`config.mk`:
```
export PLATFORM = sky130hd
export DESIGN_NAME = mix_addkey_stage
export DESIGN_NICKNAME = d
export VERILOG_FILES = /design/src/rtl/mix_addkey_stage.sv
export SDC_FILE = /design/constraint.sdc
export NUM_CORES = 1
export LEC_CHECK = 0
export ABC_AREA = 1
export CAP_MARGIN = 20
export CORE_AREA = 2 2 314 316
export DETAILED_ROUTE_END_ITERATION = 10
export DIE_AREA = 0 0 316 318
export PLACE_DENSITY_LB_ADDON = 0.05
export SLEW_MARGIN = 20
export SYNTH_ARGS = -nofsm -noshare
export SYNTH_HDL_FRONTEND = slang
export SYNTH_SLANG_ARGS = --single-unit
export TNS_END_PERCENT = 5
```
`constraint.sdc`:
```
create_clock -name clock -period 37.9 [get_ports clock]
set_input_delay 7.58 -clock clock [delete_from_list [all_inputs] [get_ports clock]]
set_output_delay 7.58 -clock clock [all_outputs]
set_load 0.05 [all_outputs]
```
`src/rtl/mix_addkey_stage.sv`:
```
// AES round tail: XOR-combines R/H/T products into MixColumns, adds the round key, forwards key/Rcon/empty.
// Latency 2 edges, 1 block per cycle; no backpressure, bubbles are marked by empty and never counted.
module mix_addkey_stage (
    input  logic       clock,
    input  logic       reset,
    input  logic [7:0] R0, R1, R2, R3, R4, R5, R6, R7, R8, R9, RA, RB, RC, RD, RE, RF,
    input  logic [7:0] H0, H1, H2, H3, H4, H5, H6, H7, H8, H9, HA, HB, HC, HD, HE, HF,
    input  logic [7:0] T0, T1, T2, T3, T4, T5, T6, T7, T8, T9, TA, TB, TC, TD, TE, TF,
    input  logic [7:0] KA0, KA1, KA2, KA3, KA4, KA5, KA6, KA7,
    input  logic [7:0] KA8, KA9, KAA, KAB, KAC, KAD, KAE, KAF,
    input  logic [7:0] Rcon_in,
    input  logic       final_in,
    input  logic       empty_in,
    output logic [7:0] S0, S1, S2, S3, S4, S5, S6, S7, S8, S9, SA, SB, SC, SD, SE, SF,
    output logic [7:0] KO0, KO1, KO2, KO3, KO4, KO5, KO6, KO7,
    output logic [7:0] KO8, KO9, KOA, KOB, KOC, KOD, KOE, KOF,
    output logic [7:0] Rcon_out,
    output logic       empty,
    output logic [7:0] blk_count
);

    logic [15:0][7:0] r, h, t, ka;
    logic [15:0][7:0] mix_dat;
    logic [15:0][7:0] s1_dat, s1_key;
    logic [15:0][7:0] s2_dat, s2_key;
    logic [7:0]       s1_rcon;
    logic             s1_empty;

    assign r  = {RF, RE, RD, RC, RB, RA, R9, R8, R7, R6, R5, R4, R3, R2, R1, R0};
    assign h  = {HF, HE, HD, HC, HB, HA, H9, H8, H7, H6, H5, H4, H3, H2, H1, H0};
    assign t  = {TF, TE, TD, TC, TB, TA, T9, T8, T7, T6, T5, T4, T3, T2, T1, T0};
    assign ka = {KAF, KAE, KAD, KAC, KAB, KAA, KA9, KA8, KA7, KA6, KA5, KA4, KA3, KA2, KA1, KA0};

    // Each column uses the circulant {2,3,1,1}; the products arrive precomputed.
    always_comb begin
        mix_dat = '0;
        for (int c = 0; c < 4; c++) begin
            mix_dat[4*c]   = h[4*c]   ^ t[4*c+1] ^ r[4*c+2] ^ r[4*c+3];
            mix_dat[4*c+1] = r[4*c]   ^ h[4*c+1] ^ t[4*c+2] ^ r[4*c+3];
            mix_dat[4*c+2] = r[4*c]   ^ r[4*c+1] ^ h[4*c+2] ^ t[4*c+3];
            mix_dat[4*c+3] = t[4*c]   ^ r[4*c+1] ^ r[4*c+2] ^ h[4*c+3];
        end
        if (final_in) begin
            mix_dat = r;
        end
    end

    always_ff @(posedge clock or posedge reset) begin
        if (reset) begin
            s1_dat   <= '0;
            s1_key   <= '0;
            s1_rcon  <= 8'h00;
            s1_empty <= 1'b1;
        end else begin
            s1_dat   <= mix_dat ^ ka;
            s1_key   <= ka;
            s1_rcon  <= Rcon_in;
            s1_empty <= empty_in;
        end
    end

    // The counter advances on the same edge that presents a valid block at the outputs.
    always_ff @(posedge clock or posedge reset) begin
        if (reset) begin
            s2_dat    <= '0;
            s2_key    <= '0;
            Rcon_out  <= 8'h00;
            empty     <= 1'b1;
            blk_count <= 8'h00;
        end else begin
            s2_dat   <= s1_dat;
            s2_key   <= s1_key;
            Rcon_out <= s1_rcon;
            empty    <= s1_empty;
            if (!s1_empty) begin
                blk_count <= blk_count + 8'd1;
            end
        end
    end

    assign {SF, SE, SD, SC, SB, SA, S9, S8, S7, S6, S5, S4, S3, S2, S1, S0} = s2_dat;
    assign {KOF, KOE, KOD, KOC, KOB, KOA, KO9, KO8,
            KO7, KO6, KO5, KO4, KO3, KO2, KO1, KO0} = s2_key;

endmodule

```
# Word level (Yosys, flattened, before mapping)

Cells that the tools add are included.

Flip-flop bits (word level): 538
Input port bits: 524
Output and inout port bits: 273
Logic and storage cells: 120

$add $sub $neg: 1
Mux-type cells: 1
Bitwise gates (word level): 49

Operator list:

| kind                                                          | count |
|---|---|
| 8-bit bitwise XOR                                             | 48 |
| 128-bit 2-to-1 mux                                            | 1 |
| 128-bit bitwise XOR                                           | 1 |
| 8-bit by 1-bit adder with 8-bit output, second input constant | 1 |

# Depth between registers and ports, before layout

Word-level depth: 5
Depth in mapped cells: 8
Mapped depth without buffers: 8

# Worst setup path before layout

Ideal clock, no wire load.

Path type: input port to flip-flop
Start point: input final_in
End point: register s1_dat[100] (netlist name)
Library setup time: 0.116 ns
Data arrival time: 8.143 ns
Required time: 37.784 ns
Path slack: 29.641 ns
Cell stages on the path: 6
Path buffers: 2
Cells stage by stage: inv_2 -> buf_6 -> buf_8 -> nand3_2 -> nand3_1 -> nand2_1

Longest elaborated chain between the ends: 2

RTL lines:

| element              | line | text |
|---|---|---|
| start, declared      | 12   | `input logic final_in,` |
| 128-bit 2-to-1 mux   | 43   | `if (final_in) begin` |
| 128-bit bitwise XOR  | 55   | `s1_dat <= mix_dat ^ ka;` |
| end signal, assigned | 55   |  |
| end, declared        | 24   | `logic [15:0][7:0] s1_dat, s1_key;` |

Every way passes these cells.
A chain may end at the register's enable or synchronous reset.

==> impl_summary.txt <==
----------------------------------------------------
[Clock network]
  Count of clock tree sinks ... 538
  Clock network latency to the later pin of the worst-skew pair ... approximately 0.61 ns
  Cell chosen for the clock root ... sky130_fd_sc_hd__clkbuf_16
  Count of cells resized by post-cts repair ... 0
  Number of H-tree levels ... 3
  Clock buffer count from CTS ... 70
  Hold buffer count at cts ... 0
  Total setup buffers inserted after CTS ... 0
  TritonCTS clock tree ... yes
  Maximum buffer depth of the clock tree ... 3
  Clk pin slew, worst setup/hold paths ... approximately 0.050 ns

[Power]
  Power per cell area ... approximately 45 mW/mm^2
  Sequential share of power ... around 38%
  Share of power burned in the clock network ... 40.5%
  Sw Ratio ... between 20% and 30%
  Internal Dissipation ... between 1 and 1.5 mW
  Leakage power of the design ... between 20 and 25 nW
  Peak VDD IR ... 0.0247 mV
  Fraction of power consumed by combinational cells ... 21.9%
  Net switching power of the design ... about 0.5 mW

[Final layout]
  Biggest registers after layout ... s1_dat (128), s1_key (128)
  Nets ... 4760
  Fraction of final layout cells with drive strength greater than 1 ... around 5.4%
  Design Area, Final ... ~0.038 sq mm
  Area grow syn2layout ... 46.2%

[Synth]
  Number of distinct library cells after synthesis ... 17
  Syn nets ... a little under 4k
  Area fraction in and, or, nand and nor cells after synthesis ... between 30% and 40%
  Syn Inst Count ... about 3.4k
  Main area contributors after synthesis ... sky130_fd_sc_hd__dfrtp_1 (52%), sky130_fd_sc_hd__nand2_1 (23%), sky130_fd_sc_hd__inv_1 (9.5%)
  Main combinational cell family by area after synthesis ... simple AND/OR/NAND/NOR gates
  Sequential area share after synthesis ... a little over half
  #FFs+latches synth ... around 540
  Synthesized-area fraction occupied by ao, oa, aoi and oai cells ... 0%
  Adder-cell area share of the yosys netlist ... 0.0487%
  Yosys Warn Count ... 0
  Area fraction of the dominant cell type after synthesis ... between 50% and 60%
  Multiplexer share of the synthesized area ... 0%
  Synthesized-area fraction occupied by xor and xnor cells ... under 10%
  Post-synth top area cell ... sky130_fd_sc_hd__dfrtp_1
  Combined area of all synthesized cells ... ~0.026 sq mm
  Mean Syn Cell Area ... around 7.6 sq um

[GRT]
  Via count of the first global-routing pass ... 20.9k
  Overflow after GRT ... 0
  Number of antenna violations at the first check in global routing ... 39
  Pin count of the biggest net entering global routing ... 148
  First-pass GRT wire length ... between 100000 and 150000 microns
  Combined global-route utilization of all metal layers ... 17.2%

[STA]
  Unrepaired setup endpoints after global routing ... false
  Pin slew with the least headroom to its limit ... about 1 ns
  Min cycle time layout ... a little under 10 ns
  Skew final ... 0.0139 ns
  Final worst hold slack ... roughly 0.33 ns
  Rel. slew slack ... between 30 and 40%
  Number of endpoints with negative hold slack in the final report ... 0
  Finish-stage setup viols ... 0
  Fmax ... between 0.1 and 0.15 GHz
  Accumulated negative setup slack ... 0 ns
  Ratio of final minimum period to clock period ... approximately a quarter
  Fin. max-slew vios ... 0

[Place]
  Quantity of I/O buffers inserted on ports ... 796
  Dpl cell area ... approximately 0.035 sq mm
  Global placement routability congestion ... 0.824
  Placed wire-length estimate after detailed placement ... between 60000 and 70000 microns

[Die]
  Chip Width ... approximately 320 microns
  DIE HEIGHT ... ~320 microns
  FP Rows ... 115
  Starting utilization of the core area ... between 20% and 30%
  Floorplan die area ... approximately 0.10 sq mm
  Number of placed I/O pins ... roughly 800
  Core Area ... roughly 0.097 sq mm

[Job]
  Max-cap check violation count ... 0

[Critical path]
  Cell with the most instances on the worst path ... sky130_fd_sc_hd__buf_4
  Largest fanout on the critical path ... just over 90
  Biggest cell delay along the critical path ... between 0.8 and 0.9 ns
  Path type of the worst setup path ... in2async
  Cell with the biggest individual delay on the critical path ... sky130_fd_sc_hd__buf_4
  WP data required ... between 30 and 40 ns
  Kind of start point of the critical path ... input port
  Sequence of cells on the critical path ... clkdlybuf4s50_1, inv_8, buf_4, buf_4
  Arrival time reported for the critical path endpoint ... slightly above 10 ns
  CP Capture Type ... asynchronous set/reset pin

[Drt]
  Routed length per instance ... 15.7 microns
  Vias per inst ... between 3 and 4
  Iteration-0 DRC count of the detailed router ... around 1.0k
  Total via count after detailed routing ... approximately 22k
  DRC violations left ... 0
  Routed Wire Length ... around 90000 microns
  TritonRoute pass-1 iters ... 5
  Remaining number of nets flagged by the antenna check after routing ... 0

[Hold path]
  Class of the worst hold path ... reg2reg

[Outcome]
  Status ... finished clean

----------------------------------------------------
==> cell usage after synthesis <==
cell type,number
sky130_fd_sc_hd__nand2_1,1547
sky130_fd_sc_hd__inv_1,649
sky130_fd_sc_hd__dfrtp_1,536
sky130_fd_sc_hd__nor2_1,257
sky130_fd_sc_hd__nand3_1,160
sky130_fd_sc_hd__nand3_2,100
sky130_fd_sc_hd__xnor2_1,98
sky130_fd_sc_hd__buf_2,11
sky130_fd_sc_hd__buf_8,10
sky130_fd_sc_hd__buf_4,4
sky130_fd_sc_hd__buf_6,3
sky130_fd_sc_hd__xor2_1,3
sky130_fd_sc_hd__dfstp_2,2
sky130_fd_sc_hd__nand4_1,2
sky130_fd_sc_hd__ha_1,1
sky130_fd_sc_hd__inv_2,1
sky130_fd_sc_hd__nor3_2,1
==> per-stage QoR <==
stage                     total power [mW]  utilization, %  setup WS (ns)  cells
after global placement                1.03            36.0          27.36   5450
after global routing                  1.79            38.5          27.74   5588
after detailed placement              1.03            36.0          27.36   5450
after CTS                             1.74            38.5          28.04   5573
final                                 1.70            38.5          28.17   5593
after floorplan                      0.861               -          15.29   3385
==> path summary, 6_finish.rpt <==
kind                               from            to  slack, ns  cells past startpoint
max in group clock                empty         empty      28.38                      1
max                               reset         SB[1]      28.17                      4
max reg2reg                blk_count[0]  blk_count[6]      36.66                      5
min reg2reg                  s1_key[77]        KO9[5]       0.33                      0
min                          s1_key[77]        KO9[5]       0.33                      0
min in group asynchronous         reset  blk_count[7]       7.44                      2
==> logic make-up after synthesis <==
group,count (synthesis)
XOR/XNOR,101
adder cells (fa/ha/maj),1
buffers and inverters,678
flip-flops,538
AND/OR/NAND/NOR,2067
==> power by group through the flow <==
stage          logic (mW)  registers (mW)  clock network [mW]
2_1_floorplan       0.117           0.744                   0
3_3_place_gp        0.376           0.651                   0
3_5_place_dp        0.378           0.651                   0
4_1_cts             0.379           0.642               0.715
5_1_grt             0.407           0.646               0.739
6_report            0.373           0.641               0.689
==> per-layer routing <==
layer / wire length [microns] / GRT usage, % / up-vias
met5: 258 / 0 / -
met3: 8360 / 7.09 / 158
met1: 31600 / 17.3 / 9623
met4: 2960 / 7.81 / 38
met2: 44500 / 30.7 / 542
li1: - / - / 11600
==> cells in the final DEF, fill, tap and decap left out, types with 3 or more instances in the layout <==
cell type	n
sky130_fd_sc_hd__clkbuf_16	72
sky130_fd_sc_hd__buf_4	9
sky130_fd_sc_hd__nor2_1	257
sky130_fd_sc_hd__nand2_1	1547
sky130_fd_sc_hd__clkinvlp_4	6
sky130_fd_sc_hd__inv_1	648
sky130_fd_sc_hd__xor2_1	3
sky130_fd_sc_hd__clkbuf_1	8
sky130_fd_sc_hd__clkinv_2	12
sky130_fd_sc_hd__clkbuf_8	9
sky130_fd_sc_hd__nand3_2	100
sky130_fd_sc_hd__clkdlybuf4s50_1	795
sky130_fd_sc_hd__dfrtp_1	536
sky130_fd_sc_hd__clkinv_4	3
sky130_fd_sc_hd__diode_2	20
sky130_fd_sc_hd__nand3_1	160
sky130_fd_sc_hd__xnor2_1	98
sky130_fd_sc_hd__bufinv_16	9
sky130_fd_sc_hd__inv_6	3
==> critical path: cells and delay by family <==
family | cells | cell delay [ns]
buffers and inverters | 4 | 2.54
==> cell type report <==
type | instances | area, sq um
repair buffers | 806 | 8060
multi-input cells | 2169 | 9490
inverters | 650 | 2450
well taps | 1287 | 1610
flip-flops and latches | 538 | 13500
diodes | 20 | 50.0
clock buffers | 89 | 1960
clock inverters | 34 | 444
fillers | 9859 | 59900
No activity file was read; power rests on OpenSTA's default activity.
